## src/rtl/huff_pkg.sv

```systemverilog
// Shared constants, FSM encoding and table-entry layout for the Huffman
// configuration loader.
package huff_pkg;

   localparam int W      = 8;
   localparam int MAX_CW = 4;

   // Per-width counters must hold the full capacity 2**MAX_CW.
   localparam int CNT_W  = MAX_CW + 1;

   typedef enum logic [2:0] {
      ST_IDLE,
      ST_CLEAR,
      ST_FETCH,
      ST_CHECK,
      ST_PROG,
      ST_FIN,
      ST_ERR
   } state_t;

   localparam logic [1:0] ERR_NONE  = 2'd0;
   localparam logic [1:0] ERR_WIDTH = 2'd1;
   localparam logic [1:0] ERR_CODE  = 2'd2;
   localparam logic [1:0] ERR_OVF   = 2'd3;

   localparam int D_LSB = 0;
   localparam int H_LSB = W;
   localparam int W_LSB = 2 * W;

   function automatic logic [CNT_W-1:0] capacity(input int c);
      return CNT_W'(1) << c;
   endfunction

endpackage

```

## src/rtl/huff_cfg_check.sv

```systemverilog
// Validates one table entry and tracks how many codes of each width are
// already programmed.
module huff_cfg_check
   import huff_pkg::*;
(
   input  logic         clk,
   input  logic         rst,
   input  logic         clr,
   input  logic         inc,
   input  logic [W-1:0] w,
   input  logic [W-1:0] h,
   output logic         pass,
   output logic [1:0]   code
);

   logic [MAX_CW:2] full;
   logic            sel_full;

   generate
      for (genvar gi = 2; gi <= MAX_CW; gi++) begin : g_cnt
         logic [CNT_W-1:0] count_reg;

         always_ff @(posedge clk) begin
            if (rst || clr) begin
               count_reg <= '0;
            end else if (inc && (w == W'(gi))) begin
               count_reg <= count_reg + 1'b1;
            end
         end

         assign full[gi] = (count_reg == capacity(gi));
      end
   endgenerate

   // Width check has priority, so the counter lookup only matters for legal widths.
   always_comb begin
      sel_full = 1'b0;
      code     = ERR_NONE;
      for (int i = 2; i <= MAX_CW; i++) begin
         if (w == W'(i)) begin
            sel_full = full[i];
         end
      end
      if ((w < W'(2)) || (w > W'(MAX_CW))) begin
         code = ERR_WIDTH;
      end else if ((h >> w) != '0) begin
         code = ERR_CODE;
      end else if (sel_full) begin
         code = ERR_OVF;
      end
      pass = (code == ERR_NONE);
   end

endmodule

```

## src/rtl/huff_cfg_loader.sv

```systemverilog
// Sequencer that clears the Huffman datapath table, then fetches, validates
// and writes each entry from table memory before enabling the datapath.
module huff_cfg_loader
   import huff_pkg::*;
#(
   parameter int AW = 6
) (
   input  logic           clk,
   input  logic           rst,
   input  logic           start,
   input  logic [AW:0]    n_entries,
   output logic           busy,
   output logic           done,
   output logic           err,
   output logic [1:0]     err_code,
   output logic           mem_rd,
   output logic [AW-1:0]  mem_addr,
   input  logic [3*W-1:0] mem_rdata,
   output logic [W-1:0]   d_conf,
   output logic [W-1:0]   h_conf,
   output logic [W-1:0]   w_conf,
   output logic           en_conf,
   output logic           new_conf,
   output logic           cfg_valid
);

   localparam int          N_MAX   = 2**AW;
   localparam logic [AW:0] N_MAX_V = (AW+1)'(N_MAX);

   state_t          state_reg, state_next;
   logic [AW:0]     n_reg;
   logic [AW-1:0]   index_reg;
   logic            err_reg;
   logic [1:0]      err_code_reg;
   logic            cfg_valid_reg;
   logic [W-1:0]    d_conf_reg, h_conf_reg, w_conf_reg;

   logic [W-1:0]    rd_d, rd_h, rd_w;
   logic            accept, last_entry, chk_pass;
   logic [1:0]      chk_code;

   assign rd_d = mem_rdata[D_LSB +: W];
   assign rd_h = mem_rdata[H_LSB +: W];
   assign rd_w = mem_rdata[W_LSB +: W];

   assign accept     = (state_reg == ST_IDLE) && start;
   assign last_entry = ({1'b0, index_reg} == (n_reg - 1'b1));

   huff_cfg_check u_check (
      .clk  (clk),
      .rst  (rst),
      .clr  (accept),
      .inc  ((state_reg == ST_CHECK) && chk_pass),
      .w    (rd_w),
      .h    (rd_h),
      .pass (chk_pass),
      .code (chk_code)
   );

   always_ff @(posedge clk) begin
      if (rst) begin
         state_reg <= ST_IDLE;
      end else begin
         state_reg <= state_next;
      end
   end

   always_comb begin
      state_next = state_reg;
      case (state_reg)
         ST_IDLE: begin
            if (start) begin
               state_next = (n_entries > N_MAX_V) ? ST_ERR : ST_CLEAR;
            end
         end
         ST_CLEAR: state_next = (n_reg == '0) ? ST_FIN : ST_FETCH;
         ST_FETCH: state_next = ST_CHECK;
         ST_CHECK: state_next = chk_pass ? ST_PROG : ST_ERR;
         ST_PROG:  state_next = last_entry ? ST_FIN : ST_FETCH;
         ST_FIN:   state_next = ST_IDLE;
         ST_ERR:   state_next = ST_IDLE;
         default:  state_next = ST_IDLE;
      endcase
   end

   // cfg_valid and err are set on the transition so they are already
   // visible alongside the done pulse.
   always_ff @(posedge clk) begin
      if (rst) begin
         n_reg         <= '0;
         index_reg     <= '0;
         err_reg       <= 1'b0;
         err_code_reg  <= ERR_NONE;
         cfg_valid_reg <= 1'b0;
         d_conf_reg    <= '0;
         h_conf_reg    <= '0;
         w_conf_reg    <= '0;
      end else begin
         case (state_reg)
            ST_IDLE: begin
               if (start) begin
                  n_reg         <= n_entries;
                  index_reg     <= '0;
                  cfg_valid_reg <= 1'b0;
                  if (n_entries > N_MAX_V) begin
                     err_reg      <= 1'b1;
                     err_code_reg <= ERR_OVF;
                  end else begin
                     err_reg      <= 1'b0;
                     err_code_reg <= ERR_NONE;
                  end
               end
            end
            ST_CLEAR: begin
               if (n_reg == '0) begin
                  cfg_valid_reg <= 1'b1;
               end
            end
            ST_CHECK: begin
               if (chk_pass) begin
                  d_conf_reg <= rd_d;
                  h_conf_reg <= rd_h;
                  w_conf_reg <= rd_w;
               end else begin
                  err_reg      <= 1'b1;
                  err_code_reg <= chk_code;
               end
            end
            ST_PROG: begin
               index_reg <= index_reg + 1'b1;
               if (last_entry) begin
                  cfg_valid_reg <= 1'b1;
               end
            end
            default: ;
         endcase
      end
   end

   assign busy      = (state_reg != ST_IDLE);
   assign done      = (state_reg == ST_FIN) || (state_reg == ST_ERR);
   assign mem_rd    = (state_reg == ST_FETCH);
   assign en_conf   = (state_reg == ST_PROG);
   assign new_conf  = (state_reg == ST_CLEAR);
   assign mem_addr  = index_reg;
   assign err       = err_reg;
   assign err_code  = err_code_reg;
   assign cfg_valid = cfg_valid_reg;
   assign d_conf    = d_conf_reg;
   assign h_conf    = h_conf_reg;
   assign w_conf    = w_conf_reg;

endmodule

```

## config.mk

```make
export PLATFORM = sky130hd
export DESIGN_NAME = huff_cfg_loader
export DESIGN_NICKNAME = d
export VERILOG_FILES = /design/src/rtl/huff_pkg.sv /design/src/rtl/huff_cfg_check.sv /design/src/rtl/huff_cfg_loader.sv
export SDC_FILE = /design/constraint.sdc
export NUM_CORES = 1
export LEC_CHECK = 0
export ABC_AREA = 1
export BUFFER_PORTS_ARGS = -buffer_cell sky130_fd_sc_hd__buf_2
export CORE_ASPECT_RATIO = 1.5
export CORE_MARGIN = 1
export CORE_UTILIZATION = 49
export DETAILED_ROUTE_END_ITERATION = 8
export PLACE_DENSITY = 0.76
export SLEW_MARGIN = 5
export SYNTH_ARGS = -nofsm -noshare
export SYNTH_HDL_FRONTEND = slang
export SYNTH_HIERARCHICAL = 1
export SYNTH_SLANG_ARGS = --single-unit
```

## constraint.sdc

```tcl
create_clock -name clk -period 1.92 [get_ports clk]
set_clock_uncertainty 0.1 [all_clocks]
set_input_delay 0.288 -clock clk [delete_from_list [all_inputs] [get_ports clk]]
set_output_delay 0.288 -clock clk [all_outputs]
set_load 0.02 [all_outputs]
```

==> qor.yml <==
placementRows: 35
port_buffers: 72
drt-initial-drc-count: 93
synth_area_sq_um: 3170
syn-num-nets: 502
p_comb_share_pct: 34.5
initial_core_util_pct: 51.0
slowest_delay_ns: 0.35
clock_path_buffers: 2
n_antenna_cell: 0
syn_inst: 459
finalSetupViolCount: 1
cts_buffers: 9
drtAntennaViolNets: 0
cts_tree: "done"
area_delta_synth_final_pct: 32.4
vdd_ir_drop_max_mv: 0.548
synth_area_leaders: "dfxtp_1 (37%), nand2_1 (18%), a21oi_1 (8.8%)"
synth_seq_area_share_pct: 37.2
first_global_vias: 3169
vias: 3361
hold_path.class: "in2reg"
drc: 0
yosysUniqueCellTypes: 41
place.gp.congestion: 0.857
seq_power_share_pct: 34.5
path_clk_slew_ns: 0.07
rsz0062_at_grt: "yes"
die_w_um: 67.7
drive_above_1_share_pct: 32.7
crit_chain: "inv_2, ha_4, nand2_4, nor2_4, nand3_2, nand3_2, nand2_2, nand2_2, nor2_4, nand2_8, clkinv_8, nand3_4, o21ai_0, a21oi_1"
max_freq_mhz: 510
crit_buf_inv: 2
fp.dieArea_sq_um: 6810
switchingPower_uw: 1540
fin_crit_sh_pct: 102
synth_warnings: 6
hold_violations: 0
synth_top_area_share_pct: 37.2
yosys.area.top_type: "dfxtp_1"
arrival_ns: 2.09
setup-tns-final_ns: -0.0418
failed_checks: "setup timing"
antenna_found_initial: 0
design_area_sq_um: 4200
dpl.hpwl_mm: 6.31
clock_latency_ns: 0.34
avgViaCountPerCell: 5.21
critPathSlowestCell: "dfxtp_2"
grt_pass1_wl_mm: 13.7
ys_ff_latch: 59
crit_path_end_kind: "register"
crit_type: "reg2reg"
required_ns: 2.04
nNetsFinal: 609
drt-wirelength-per-cell_um: 13.3
cts_root_buf: "clkbuf_8"
worstMarginPinSlew_ns: 0.402
final_common_cell: "nand2_1"
die_h_um: 101
status: "finished, violations left"
largest_reg_flops: 15
slew_violations: 0
internal-power_uw: 2670
p_per_area_nw_per_um2: 1000
syn_avg_cell_area_sq_um: 6.92
start_kind: "register"
fillers: 539
switching_share_pct: 36.5
core_area_sq_um: 6220
layout_common_cells: "nand2_1 (144), buf_2 (72), a21oi_1 (53), dfxtp_1 (53), inv_1 (37)"
dpl_cell_area_sq_um: 3780
p_clk_share_pct: 30.9
layout_min_cycle_time_ns: 1.96
relSlewSlack_pct: 73.1
ios: 73
first_pass_iters: 4
p_leak_uw: 0.00194
critPathTopFamily: "simple AND/OR/NAND/NOR gates"
grt_usage_pct: 26.6
maxCapViolCount: 0
critPathMaxFanout: 7
setup_ws_ns: -0.0418
grt.overflow.total: 0
wl_mm: 8.56
htree_levels: 3
clock-sinks: 59
grt_max_degree: 18
==> per-layer routing <==
layer | global-route usage (%) | up-vias | routed length [um] | share of wire [%]
met5 | 0 | - | 0 | 0
met3 | 8.48 | 18 | 373 | 4.4
met1 | 26.7 | 1563 | 3200 | 37
met2 | 47.6 | 90 | 4750 | 56
li1 | - | 1690 | - | -
met4 | 13.1 | 0 | 233 | 2.7
==> worst min-delay path: cells and delay by family <==
family                 cells  cell delay, ns
buffers and inverters      1            0.09
AND/OR/NAND/NOR            1            0.05
AO/OA/AOI/OAI              1            0.05
==> power by group through the flow <==
| stage | clock network, uW | logic, uW | registers [uW] |
|---|---|---|---|
| after floorplan | 0 | 958 | 1510 |
| after global placement | 0 | 1350 | 1470 |
| after detailed placement | 0 | 1390 | 1480 |
| after CTS | 1320 | 1400 | 1450 |
| after global routing | 1380 | 1640 | 1470 |
| final | 1300 | 1450 | 1450 |
==> synth_stat cells, drive strengths merged <==
library cell,count
clkinv,4
o22ai,1
clkbuf,3
ha,9
nand3,31
dfxtp,59
nand2,157
o21a,1
a21boi,1
o21ai,18
a311oi,1
or2,1
xor2,6
buf,7
a221oi,1
inv,51
a21oi,57
nor2,37
o211ai,1
nor3,2
a31oi,1
xnor2,3
a22oi,1
nand4,4
o31ai,2
==> final timing paths <==
kind | startpoint | endpoint | slack, ns | cells past startpoint
min | mem_rdata[2] | d_conf[2] | 0.09 | 3
max reg2reg | u_check/g_cnt[3].count_reg[0] | u_check/g_cnt[3].count_reg[1] | -0.04 | 14
max | u_check/g_cnt[3].count_reg[0] | u_check/g_cnt[3].count_reg[1] | -0.04 | 14
min reg2reg | h_conf[5] | h_conf[5] | 0.36 | 2
==> kinds of logic (layout without fill, tap and decap cells) <==
kind of cell	after synthesis	in the layout	share of synthesized area, %
AND/OR/NAND/NOR	232	232	32.8
XOR/XNOR	9	9	2.48
flip-flops	59	59	37.2
AO/OA/AOI/OAI	85	85	14.9
buffers and inverters	65	177	9.03
adder cells (fa/ha/maj)	9	9	3.55
==> through the flow <==
stage	setup slack (ns)	util (%)	std cells	total power, uW	hold WS (ns)
3_3_place_gp	0.00847	60.8	620	2830	0.349
3_5_place_dp	-0.0788	60.8	620	2870	0.354
5_1_grt	-0.169	67.6	645	4480	0.0810
4_1_cts	0.00180	64.7	636	4170	0.0678
6_report	-0.0418	67.6	645	4210	0.0861
2_1_floorplan	0.0156	-	459	2470	0.331
==> cell type report <==
cell class,count,area (sq um),share of cell area [%]
Multi-Input combinational cell,335,1830,43.5
Sequential cell,59,1190,28.3
Timing Repair Buffer,106,636,15.1
Inverter,55,230,5.48
Clock buffer,12,155,3.69
Tap cell,74,92.6,2.20
Clock inverter,4,72.6,1.73
==> timing repair <==
| item | CTS | global route |
|---|---|---|
| buffers inserted | 0 | 10 |
| setup endpoints to repair | 33 | 48 |
| gates cloned | 0 | 0 |
| hold buffers | 0 | 0 |
| gates resized for setup | 7 | 34 |
| pin swaps | 3 | 11 |
Note: power is estimated with default switching activity, not from simulation.
